===== config.mk =====
export PLATFORM = sky130hd
export DESIGN_NAME = seven_segment_scan
export DESIGN_NICKNAME = d
export VERILOG_FILES = /design/src/rtl/seven_segment_pkg.sv /design/src/rtl/seven_segment_decode.sv /design/src/rtl/seven_segment_scan.sv
export SDC_FILE = /design/constraint.sdc
export NUM_CORES = 1
export LEC_CHECK = 0
export ABC_AREA = 1
export BUFFER_PORTS_ARGS = -buffer_cell sky130_fd_sc_hd__buf_2
export CAP_MARGIN = 40
export CORE_MARGIN = 2
export CORE_UTILIZATION = 55
export DETAILED_ROUTE_END_ITERATION = 8
export PLACE_DENSITY = 0.76
export SLEW_MARGIN = 10
export SYNTH_ARGS = -nofsm -noshare
export SYNTH_HDL_FRONTEND = slang
export SYNTH_SLANG_ARGS = --single-unit

===== constraint.sdc =====
create_clock -name iCLK -period 2 [get_ports iCLK]
set_input_delay 0.3 -clock iCLK [delete_from_list [all_inputs] [get_ports iCLK]]
set_output_delay 0.3 -clock iCLK [all_outputs]
set_load 0.05 [all_outputs]

===== src/rtl/seven_segment_pkg.sv =====
// seven_segment_pkg: hex segment table, segment bit positions and scan timing defaults
package seven_segment_pkg;
  localparam int DEF_SCAN_DIV = 1200;
  localparam int DEF_DEAD_CYC = 16;
  localparam int SEG_A = 7;
  localparam int SEG_G = 1;
  localparam int SEG_DP = 0;
  localparam logic [7:0] HEX_SEG [16] = '{
    8'hFC, 8'h60, 8'hDA, 8'hF2, 8'h66, 8'hB6, 8'hBE, 8'hE0,
    8'hFE, 8'hF6, 8'hEE, 8'h3E, 8'h9C, 8'h7A, 8'h9E, 8'h8E
  };
endpackage


===== src/rtl/seven_segment_decode.sv =====
// seven_segment_decode: hex nibble plus dp to active-high a..g,dp pattern; blank forces everything off
module seven_segment_decode
  import seven_segment_pkg::*;
(
  input  logic [3:0] nib,
  input  logic       dp,
  input  logic       blank,
  output logic [7:0] seg
);
  logic [7:0] pat;
  assign pat = HEX_SEG[nib];
  assign seg = blank ? 8'h00 : {pat[SEG_A:SEG_G], pat[SEG_DP] | dp};
endmodule


===== src/rtl/seven_segment_scan.sv =====
// seven_segment_scan: multiplexed hex display scanner with frame-synchronous updates (blink via SEVEN_SEGMENT_SCAN_BLINK_EN)
module seven_segment_scan
  import seven_segment_pkg::*;
#(
  parameter int NUM_DIGITS     = 3,
  parameter int SCAN_DIV       = DEF_SCAN_DIV,
  parameter int DEAD_CYC       = DEF_DEAD_CYC,
  parameter int SEG_ACTIVE_LOW = 1,
  parameter int DIG_ACTIVE_LOW = 1
`ifdef SEVEN_SEGMENT_SCAN_BLINK_EN
  , parameter int BLINK_FRAMES = 256
`endif
) (
  input  logic                    iCLK,
  input  logic                    iRST,
  input  logic [4*NUM_DIGITS-1:0] iDATA,
  input  logic [NUM_DIGITS-1:0]   iDP,
  input  logic [NUM_DIGITS-1:0]   iBLANK,
  input  logic                    iLOAD,
`ifdef SEVEN_SEGMENT_SCAN_BLINK_EN
  input  logic [NUM_DIGITS-1:0]   iBLINK,
`endif
  output logic [7:0]              oSEG,
  output logic [NUM_DIGITS-1:0]   oDIG_EN,
  output logic                    oFRAME
);
  localparam int CW = $clog2(SCAN_DIV);
  localparam int IW = NUM_DIGITS > 1 ? $clog2(NUM_DIGITS) : 1;
`ifdef SEVEN_SEGMENT_SCAN_BLINK_EN
  localparam int WW = 7 * NUM_DIGITS;
`else
  localparam int WW = 6 * NUM_DIGITS;
`endif
  localparam logic [7:0] SEG_OFF = SEG_ACTIVE_LOW != 0 ? 8'hFF : 8'h00;
  localparam logic [NUM_DIGITS-1:0] DIG_OFF = DIG_ACTIVE_LOW != 0 ? '1 : '0;

  logic [CW-1:0]         cnt;
  logic [IW-1:0]         idx;
  logic [WW-1:0]         load_word, pend, disp;
  logic                  pend_flag, wrap, bnd, dp_on, dig_blank;
  logic [3:0]            nib;
  logic [7:0]            seg;
  logic [NUM_DIGITS-1:0] en;

  // load/display words are {blink, blank, dp, data} so one copy moves a whole frame's worth at once
`ifdef SEVEN_SEGMENT_SCAN_BLINK_EN
  assign load_word = {iBLINK, iBLANK, iDP, iDATA};
`else
  assign load_word = {iBLANK, iDP, iDATA};
`endif
  assign wrap  = int'(cnt) == SCAN_DIV - 1;
  assign bnd   = wrap && int'(idx) == NUM_DIGITS - 1;
  assign nib   = disp[4*int'(idx) +: 4];
  assign dp_on = disp[4*NUM_DIGITS + int'(idx)];
  assign en    = int'(cnt) >= DEAD_CYC ? NUM_DIGITS'(1) << idx : '0;

`ifdef SEVEN_SEGMENT_SCAN_BLINK_EN
  localparam int BW = $clog2(BLINK_FRAMES + 1);
  logic [BW-1:0] bcnt;
  logic          phase;
  // blink phase flips after every BLINK_FRAMES frame boundaries
  always_ff @(posedge iCLK) begin
    if (iRST) begin
      bcnt  <= '0;
      phase <= 1'b0;
    end else if (bnd) begin
      bcnt  <= int'(bcnt) == BLINK_FRAMES - 1 ? '0 : bcnt + 1'b1;
      phase <= int'(bcnt) == BLINK_FRAMES - 1 ? ~phase : phase;
    end
  end
  assign dig_blank = disp[5*NUM_DIGITS + int'(idx)] | (disp[6*NUM_DIGITS + int'(idx)] & phase);
`else
  assign dig_blank = disp[5*NUM_DIGITS + int'(idx)];
`endif

  seven_segment_decode u_dec (
    .nib   (nib),
    .dp    (dp_on),
    .blank (dig_blank),
    .seg   (seg)
  );

  // slot timing plus double-buffered display: new data only lands on the frame boundary
  always_ff @(posedge iCLK) begin
    if (iRST) begin
      cnt       <= '0;
      idx       <= '0;
      pend      <= '0;
      disp      <= '0;
      pend_flag <= 1'b0;
      oFRAME    <= 1'b0;
    end else begin
      cnt    <= wrap ? '0 : cnt + 1'b1;
      idx    <= wrap ? (bnd ? '0 : idx + 1'b1) : idx;
      oFRAME <= bnd && (pend_flag || iLOAD);
      if (bnd && iLOAD) begin
        disp      <= load_word;
        pend_flag <= 1'b0;
      end else if (bnd && pend_flag) begin
        disp      <= pend;
        pend_flag <= 1'b0;
      end else if (iLOAD) begin
        pend      <= load_word;
        pend_flag <= 1'b1;
      end
    end
  end

  // registered pins with polarity applied; one clock behind the slot state
  always_ff @(posedge iCLK) begin
    if (iRST) begin
      oSEG    <= SEG_OFF;
      oDIG_EN <= DIG_OFF;
    end else begin
      oSEG    <= SEG_ACTIVE_LOW != 0 ? ~seg : seg;
      oDIG_EN <= DIG_ACTIVE_LOW != 0 ? ~en : en;
    end
  end
endmodule

==> results of run 1 <==
## critical path, cell delays in order, from the launching register on
cell and delay, ps:
dfxtp_1 320, inv_1 260, ha_1 410, nand4_2 180, buf_4 250, nand2_1 90, nand2_1 60, a21oi_1 150
## worst max-delay path by stage
stage / slack, ps / end / cells past startpoint / start
final: 190 / disp[2] / 7 / idx[0]
after global routing: 2 / disp[3] / 6 / idx[0]
after CTS: 140 / oSEG[6] / 8 / idx[1]
after detailed placement: 40 / disp[1] / 5 / idx[0]
after global placement: 130 / disp[5] / 5 / idx[0]
after floorplan: 310 / pend[10] / 7 / idx[0]
## flip-flops by register name (all words and copies together), names as in the netlist
name,flops
disp,18
pend,18
cnt,11
oSEG,8
oDIG_EN,3
idx,2
oFRAME,1
pend_flag,1
## cell usage after synthesis (2+ instances only)
library cell  count
a21oi_1          34
a21oi_2           9
a31oi_1          16
buf_1             3
buf_2             9
buf_4             3
buf_6             3
clkbuf_1          4
clkinv_1          2
dfxtp_1          62
ha_1             11
inv_1            72
inv_2             3
nand2_1         130
nand2_2          10
nand3_1          27
nand4_1           2
nor2_1           25
nor2_2            2
nor3_1           21
nor3b_1           2
o21ai_0          10
o21ai_1           2
o21bai_1          2
xor2_1            3
## metal layers
metal  track usage, %  routed length (um)
met3             4.33                 345
met5                0                   0
met2             36.1                3070
met1             30.3                3330
met4             10.8                 153
## cell families (layout without fill, tap and decap cells)
kind of cell	after synthesis	count (layout)	synth area share (%)
compound gates	76	76	13.6
xor+xnor	4	4	1.06
fa+ha+maj	11	11	4.18
buf+inv	99	136	12.7
flops	62	62	37.7
simple gates	226	226	30.8
## area by class of cell
cell class	instances	area, sq um
Fill cell	529	2160
Multi-Input combinational cell	317	1640
Sequential cell	62	1240
Inverter	77	290
Timing Repair Buffer	43	243
Clock buffer	13	169
Tap cell	75	93.8
Clock inverter	3	17.5
## power breakdown
| part | internal, mW | switching, mW |
|---|---|---|
| combinational | 0.0740 | 0.125 |
| clock | 0.548 | 0.485 |
| sequential | 1.27 | 0.0181 |
| total | 1.89 | 0.628 |
## placed cells by master, fill, tap and decap left out
master / Yosys / layout
a21oi_1: 34 / 34
a21oi_2: 9 / 9
a31oi_1: 16 / 16
a32oi_1: 1 / 1
and2_1: 1 / 1
buf_2: 9 / 32
buf_4: 3 / 11
clkbuf_1: 4 / 1
clkbuf_8: 0 / 12
clkinv_1: 2 / 1
clkinv_2: 0 / 3
clkinvlp_4: 0 / 1
dfxtp_1: 62 / 62
ha_1: 11 / 11
inv_1: 72 / 72
inv_2: 3 / 3
nand2_1: 130 / 129
nand2_2: 10 / 11
nand3_1: 27 / 27
nand3_4: 1 / 1
nand4_1: 2 / 2
nand4_2: 1 / 1
nand4_4: 1 / 1
nor2_1: 25 / 24
nor2_2: 2 / 3
nor2_8: 1 / 1
nor3_1: 21 / 21
nor3b_1: 2 / 2
o211ai_1: 1 / 1
o21a_1: 1 / 1
o21ai_0: 10 / 10
o21ai_1: 2 / 2
o21bai_1: 2 / 2
or2_0: 1 / 1
or2_2: 1 / 1
xnor2_1: 1 / 1
xor2_1: 3 / 3
## what timing repair did
| action | in CTS | in global routing |
|---|---|---|
| resized for setup | 1 | 2 |
| endpoints found under the setup margin | 3 | 7 |
| hold buffers | 0 | 0 |
| hold endpoints to repair | 0 | 0 |
==> qor.csv, run 1 <==
stage,metric,value,unit
worst_setup_path,path_class,flop to flop,
floorplanning,die_y,81.4,um
drt,num_vias,2982,
clock_tree,cts_setup_buffers,0,
timing,timing_hold_violations_final,0,
hold_path,worstHoldPathType,input port to flop,
timing,max_freq,0.554,GHz
worst_setup_path,r2r_slack,190,ps
clock_tree,clock-sinks,62,
grt,grt_pass1_vias,2702,
final_layout,fin_nets,542,
timing,setup_viol,0,
drt,postRouteAntennaNets,0,
worst_setup_path,start_kind,flop,
worst_setup_path,required,2260,ps
grt,grt_antenna_before_repair,0,
floorplanning,num_rows,28,
synthesis,synth_area_per_cell,6.89,sq um
drt,wl_per_cell,11.7,um
timing,fin_skew,7.31,ps
final_layout,n_antenna_cell,0,
drt,via_per_inst,5.05,
clock_tree,clock_latency,340,ps
worst_setup_path,r2r-end,disp[2],
grt,grt_start_max_net_pins,40,
synthesis,ys_seq_elements,62,
synthesis,yosysUniqueCellTypes,36,
drt,routed_wl,6.90,mm
drt,drc,0,
clock_tree,cts_buffers,9,
drt,first_iter_violations,168,
worst_setup_path,worstRegToRegCells,7,
outcome,status,"finished, final reports clean",
timing,period_needed,1810,ps
final_layout,fin_area,3690,sq um
place,place_congestion,0.901,
synthesis,ys_warn_count,0,
grt,track_usage,23.0,%
hold_path,worstHoldEndpoint,pend[17],
synthesis,syn-cell-area,3290,sq um
clock_tree,root_buffer,clkbuf_8,
hold_path,whs_path_depth,5,
floorplanning,die_x,81.4,um
timing,finalHoldWorstSlack,291,ps
grt,grt_first_pass_wirelength,11.9,mm
pwr,ir_drop,394,uV
final_layout,area_growth,12.2,%
synthesis,syn_nets,510,
final_layout,final_util,63.2,%
clock_tree,clockBufferDepth,2,
synthesis,seq_area_frac_synth,37.7,%
timing,final_max_slew_viol_count,0,
timing,setup_ws,195,ps
place,pre_cts_ws,39.4,ps
drt,first_pass_iters,4,
pwr,power,2.52,mW
hold_path,worstHoldStart,iBLANK[2],
timing,rsz0062_at_grt,false,
pwr,powerDensity,683,nW/um^2
synthesis,synth_top_area_cell,dfxtp_1,
place,dp_hpwl,4.74,mm
worst_setup_path,critPathCaptureType,flop,
worst_setup_path,rr_startpoint,idx[0],
place,dp_cells,574,
timing,fin_crit_sh,90.3,%
timing,worstMarginPinSlew,446,ps
place,placed_area,3500,sq um
final_layout,drive_gt1_share,17.5,%
final_layout,final_cells,590,
floorplanning,ioPinCount,33,
synthesis,netlist_instances,478,
synthesis,synth_ff_type,dfxtp_1,
timing,max-slew-margin-rel,70.0,%
floorplanning,die_area,6620,sq um
worst_setup_path,arrival,2060,ps
job,maxCapViolations,0,
worst_setup_path,cp_max_fo,19,
synthesis,ys_top_cells_by_area,"dfxtp_1 (38%), nand2_1 (15%), inv_1 (8.2%), a21oi_1 (5.2%), ha_1 (4.2%)",
clock_tree,ctsHtreeMaxLevel,3,
pwr,power_leakage,1.78,nW
synthesis,synthArstFlopShare,0,%
clock_tree,cts_tree,built,
place,port_buffers,32,
timing,tns,0,ps
synthesis,synth_top_area_share,37.7,%
clock_tree,path_clk_slew,70,ps
floorplanning,initial_utilization,56.3,%
synthesis,synth-edff-count,0,
floorplanning,core,5850,sq um
grt,overflow,0,
Power figures use the tool's default switching activity.
==> run 2: changes to the inputs <==
--- a/config.mk
+++ b/config.mk
@@ -11,8 +11,8 @@
 export CORE_MARGIN = 2
 export CORE_UTILIZATION = 55
 export DETAILED_ROUTE_END_ITERATION = 8
-export PLACE_DENSITY = 0.76
-export SLEW_MARGIN = 10
+export PLACE_DENSITY_LB_ADDON = 0.25
+export SLEW_MARGIN = 20
 export SYNTH_ARGS = -nofsm -noshare
 export SYNTH_HDL_FRONTEND = slang
 export SYNTH_SLANG_ARGS = --single-unit
==> qor.csv, run 2 (same netlist as run 1, synthesis figures left out) <==
stage,metric,value,unit,change
outcome,status,"finished, final reports clean",,
final_layout,layout_common_cells,"nand2_1 (130), inv_1 (72), dfxtp_1 (62)",,
grt,overflow,0,,unchanged
hold_path,worstHoldStart,iBLANK[1],,
clock_tree,clock-sinks,62,,unchanged
place,dp_hpwl,4.69,mm,-0.99%
pwr,ir_drop,520,uV,+32%
place,pre_cts_ws,126,ps,+86.8 ps
worst_setup_path,path_class,flop to flop,,
floorplanning,initial_utilization,56.3,%,unchanged
floorplanning,die_y,81.4,um,unchanged
pwr,power_leakage,1.77,nW,-0.92%
grt,grt_pass1_vias,2614,,-3.3%
timing,fin_skew,3.88,ps,-3.42 ps
timing,period_needed,1800,ps,-9.42 ps
final_layout,layout_commonest_cell,nand2_1,,
final_layout,final_util,62.8,%,-0.32 points
clock_tree,cts_tree,built,,
drt,via_per_inst,4.94,,-2.2%
worst_setup_path,arrival,2030,ps,-30 ps
floorplanning,die_area,6620,sq um,unchanged
timing,tns,0,ps,unchanged
clock_tree,ctsHtreeMaxLevel,3,,unchanged
clock_tree,path_clk_slew,70,ps,about the same
job,maxCapViolations,0,,unchanged
worst_setup_path,cp-startpoint,idx[1],,
drt,postRouteAntennaNets,0,,unchanged
final_layout,area_growth,11.6,%,
timing,setup_ws,204,ps,+9.41 ps
timing,worstMarginPinSlew,495,ps,+48.3 ps
worst_setup_path,critPathCaptureType,flop,,
worst_setup_path,start_kind,flop,,
final_layout,reg_top3,"disp: 18 flops, pend: 18 flops, cnt: 11 flops",,
drt,first_pass_iters,4,,unchanged
drt,wl_per_cell,11.8,um,+0.61%
clock_tree,root_buffer,clkbuf_8,,
final_layout,n_antenna_cell,0,,unchanged
pwr,power,2.47,mW,-2.3%
drt,routed_wl,6.93,mm,+0.44%
timing,max-slew-margin-rel,66.8,%,-3.2 points
timing,fin_crit_sh,89.8,%,-0.47 points
clock_tree,cts_buffers,9,,unchanged
worst_setup_path,rr_startpoint,idx[1],,
hold_path,worstHoldPathType,input port to flop,,
floorplanning,core,5850,sq um,unchanged
floorplanning,die_x,81.4,um,unchanged
timing,max_freq,0.557,GHz,+0.52%
timing,timing_hold_violations_final,0,,unchanged
floorplanning,num_rows,28,,unchanged
floorplanning,ioPinCount,33,,unchanged
worst_setup_path,required,2230,ps,-30 ps
timing,rsz0062_at_grt,false,,
timing,finalHoldWorstSlack,300,ps,+9.50 ps
final_layout,fin_nets,542,,unchanged
grt,grt_antenna_before_repair,0,,unchanged
timing,final_max_slew_viol_count,0,,unchanged
grt,grt_first_pass_wirelength,11.7,mm,-1.2%
grt,track_usage,22.8,%,-0.20 points
clock_tree,holdBufCountCts,0,,unchanged
final_layout,drive_gt1_share,16.7,%,-0.74 points
clock_tree,clockBufferDepth,2,,unchanged
timing,setup_viol,0,,unchanged
worst_setup_path,cp_max_fo,8,,-11
clock_tree,clock_latency,340,ps,about the same
drt,num_vias,2911,,-2.4%
drt,first_iter_violations,164,,-2.4%
drt,drc,0,,unchanged
place,place_congestion,0.916,,+1.7%
grt,grt_start_max_net_pins,40,,unchanged
place,port_buffers,32,,unchanged
final_layout,fillCellCount,539,,+1.9%
pwr,powerDensity,671,nW/um^2,-1.8%
-- run 2: cell types whose count changed in the layout (fill, tap and decap cells not counted) --
cell and delta:
clkinv_2 -2, nand2_1 +1, clkbuf_1 +2, nand2_2 -1, clkbuf_8 -1
-- run 2: routing by layer --
metal	track usage, %	wire length, um	vias to the layer above
li1	-	-	1565
met3	3.67	371	9
met1	30.8	3320	1263
met5	0	0	-
met2	36.6	3140	74
met4	8.14	93	0
-- run 2: metrics by stage --
| step | instances | cell area, sq um |
|---|---|---|
| 6_report | 589 | 3680 |
| 5_1_grt | 589 | 3680 |
| 4_1_cts | 589 | 3670 |
| 3_5_place_dp | 574 | 3500 |
| 3_3_place_gp | 574 | 3500 |
| 2_1_floorplan | 478 | 3290 |
-- run 2: final timing paths --
path              slack (ps)  cells past startpoint       end
setup / recovery         200                     11   oSEG[7]
hold / removal           300                      5  pend[16]
setup reg to reg         200                     11   oSEG[7]
hold reg to reg          460                      1    cnt[0]
-- run 2: timing repair --
action,in CTS,in global routing
resized for setup,0,2
endpoints found under the setup margin,0,16
setup buffers,0,0
-- run 2: worst max-delay path: stages (launching register included) --
cell and delay [ps]:
dfxtp_1 380, inv_1 230, nand3_1 120, nand2_1 220, inv_1 100, ha_1 220, inv_1 90, nand2_1 80
nand2_1 70, o21ai_0 80, nand2_1 70, nand2_1 40
-- run 2: area by class of cell --
class	instances	area (sq um)	area share, %
multi-input combinational	317	1640	44.6
clock buffer	14	163	4.42
clock inverter	1	5.00	0.136
tap	75	93.8	2.55
timing repair buffer	43	243	6.60
inverter	77	293	7.96
sequential	62	1240	33.8
-- run 2: where the power goes --
part           total [mW]  internal [mW]  switching [mW]
registers            1.29           1.27          0.0175
logic               0.199         0.0741           0.125
clock network       0.976          0.511           0.465
total                2.47           1.86           0.608
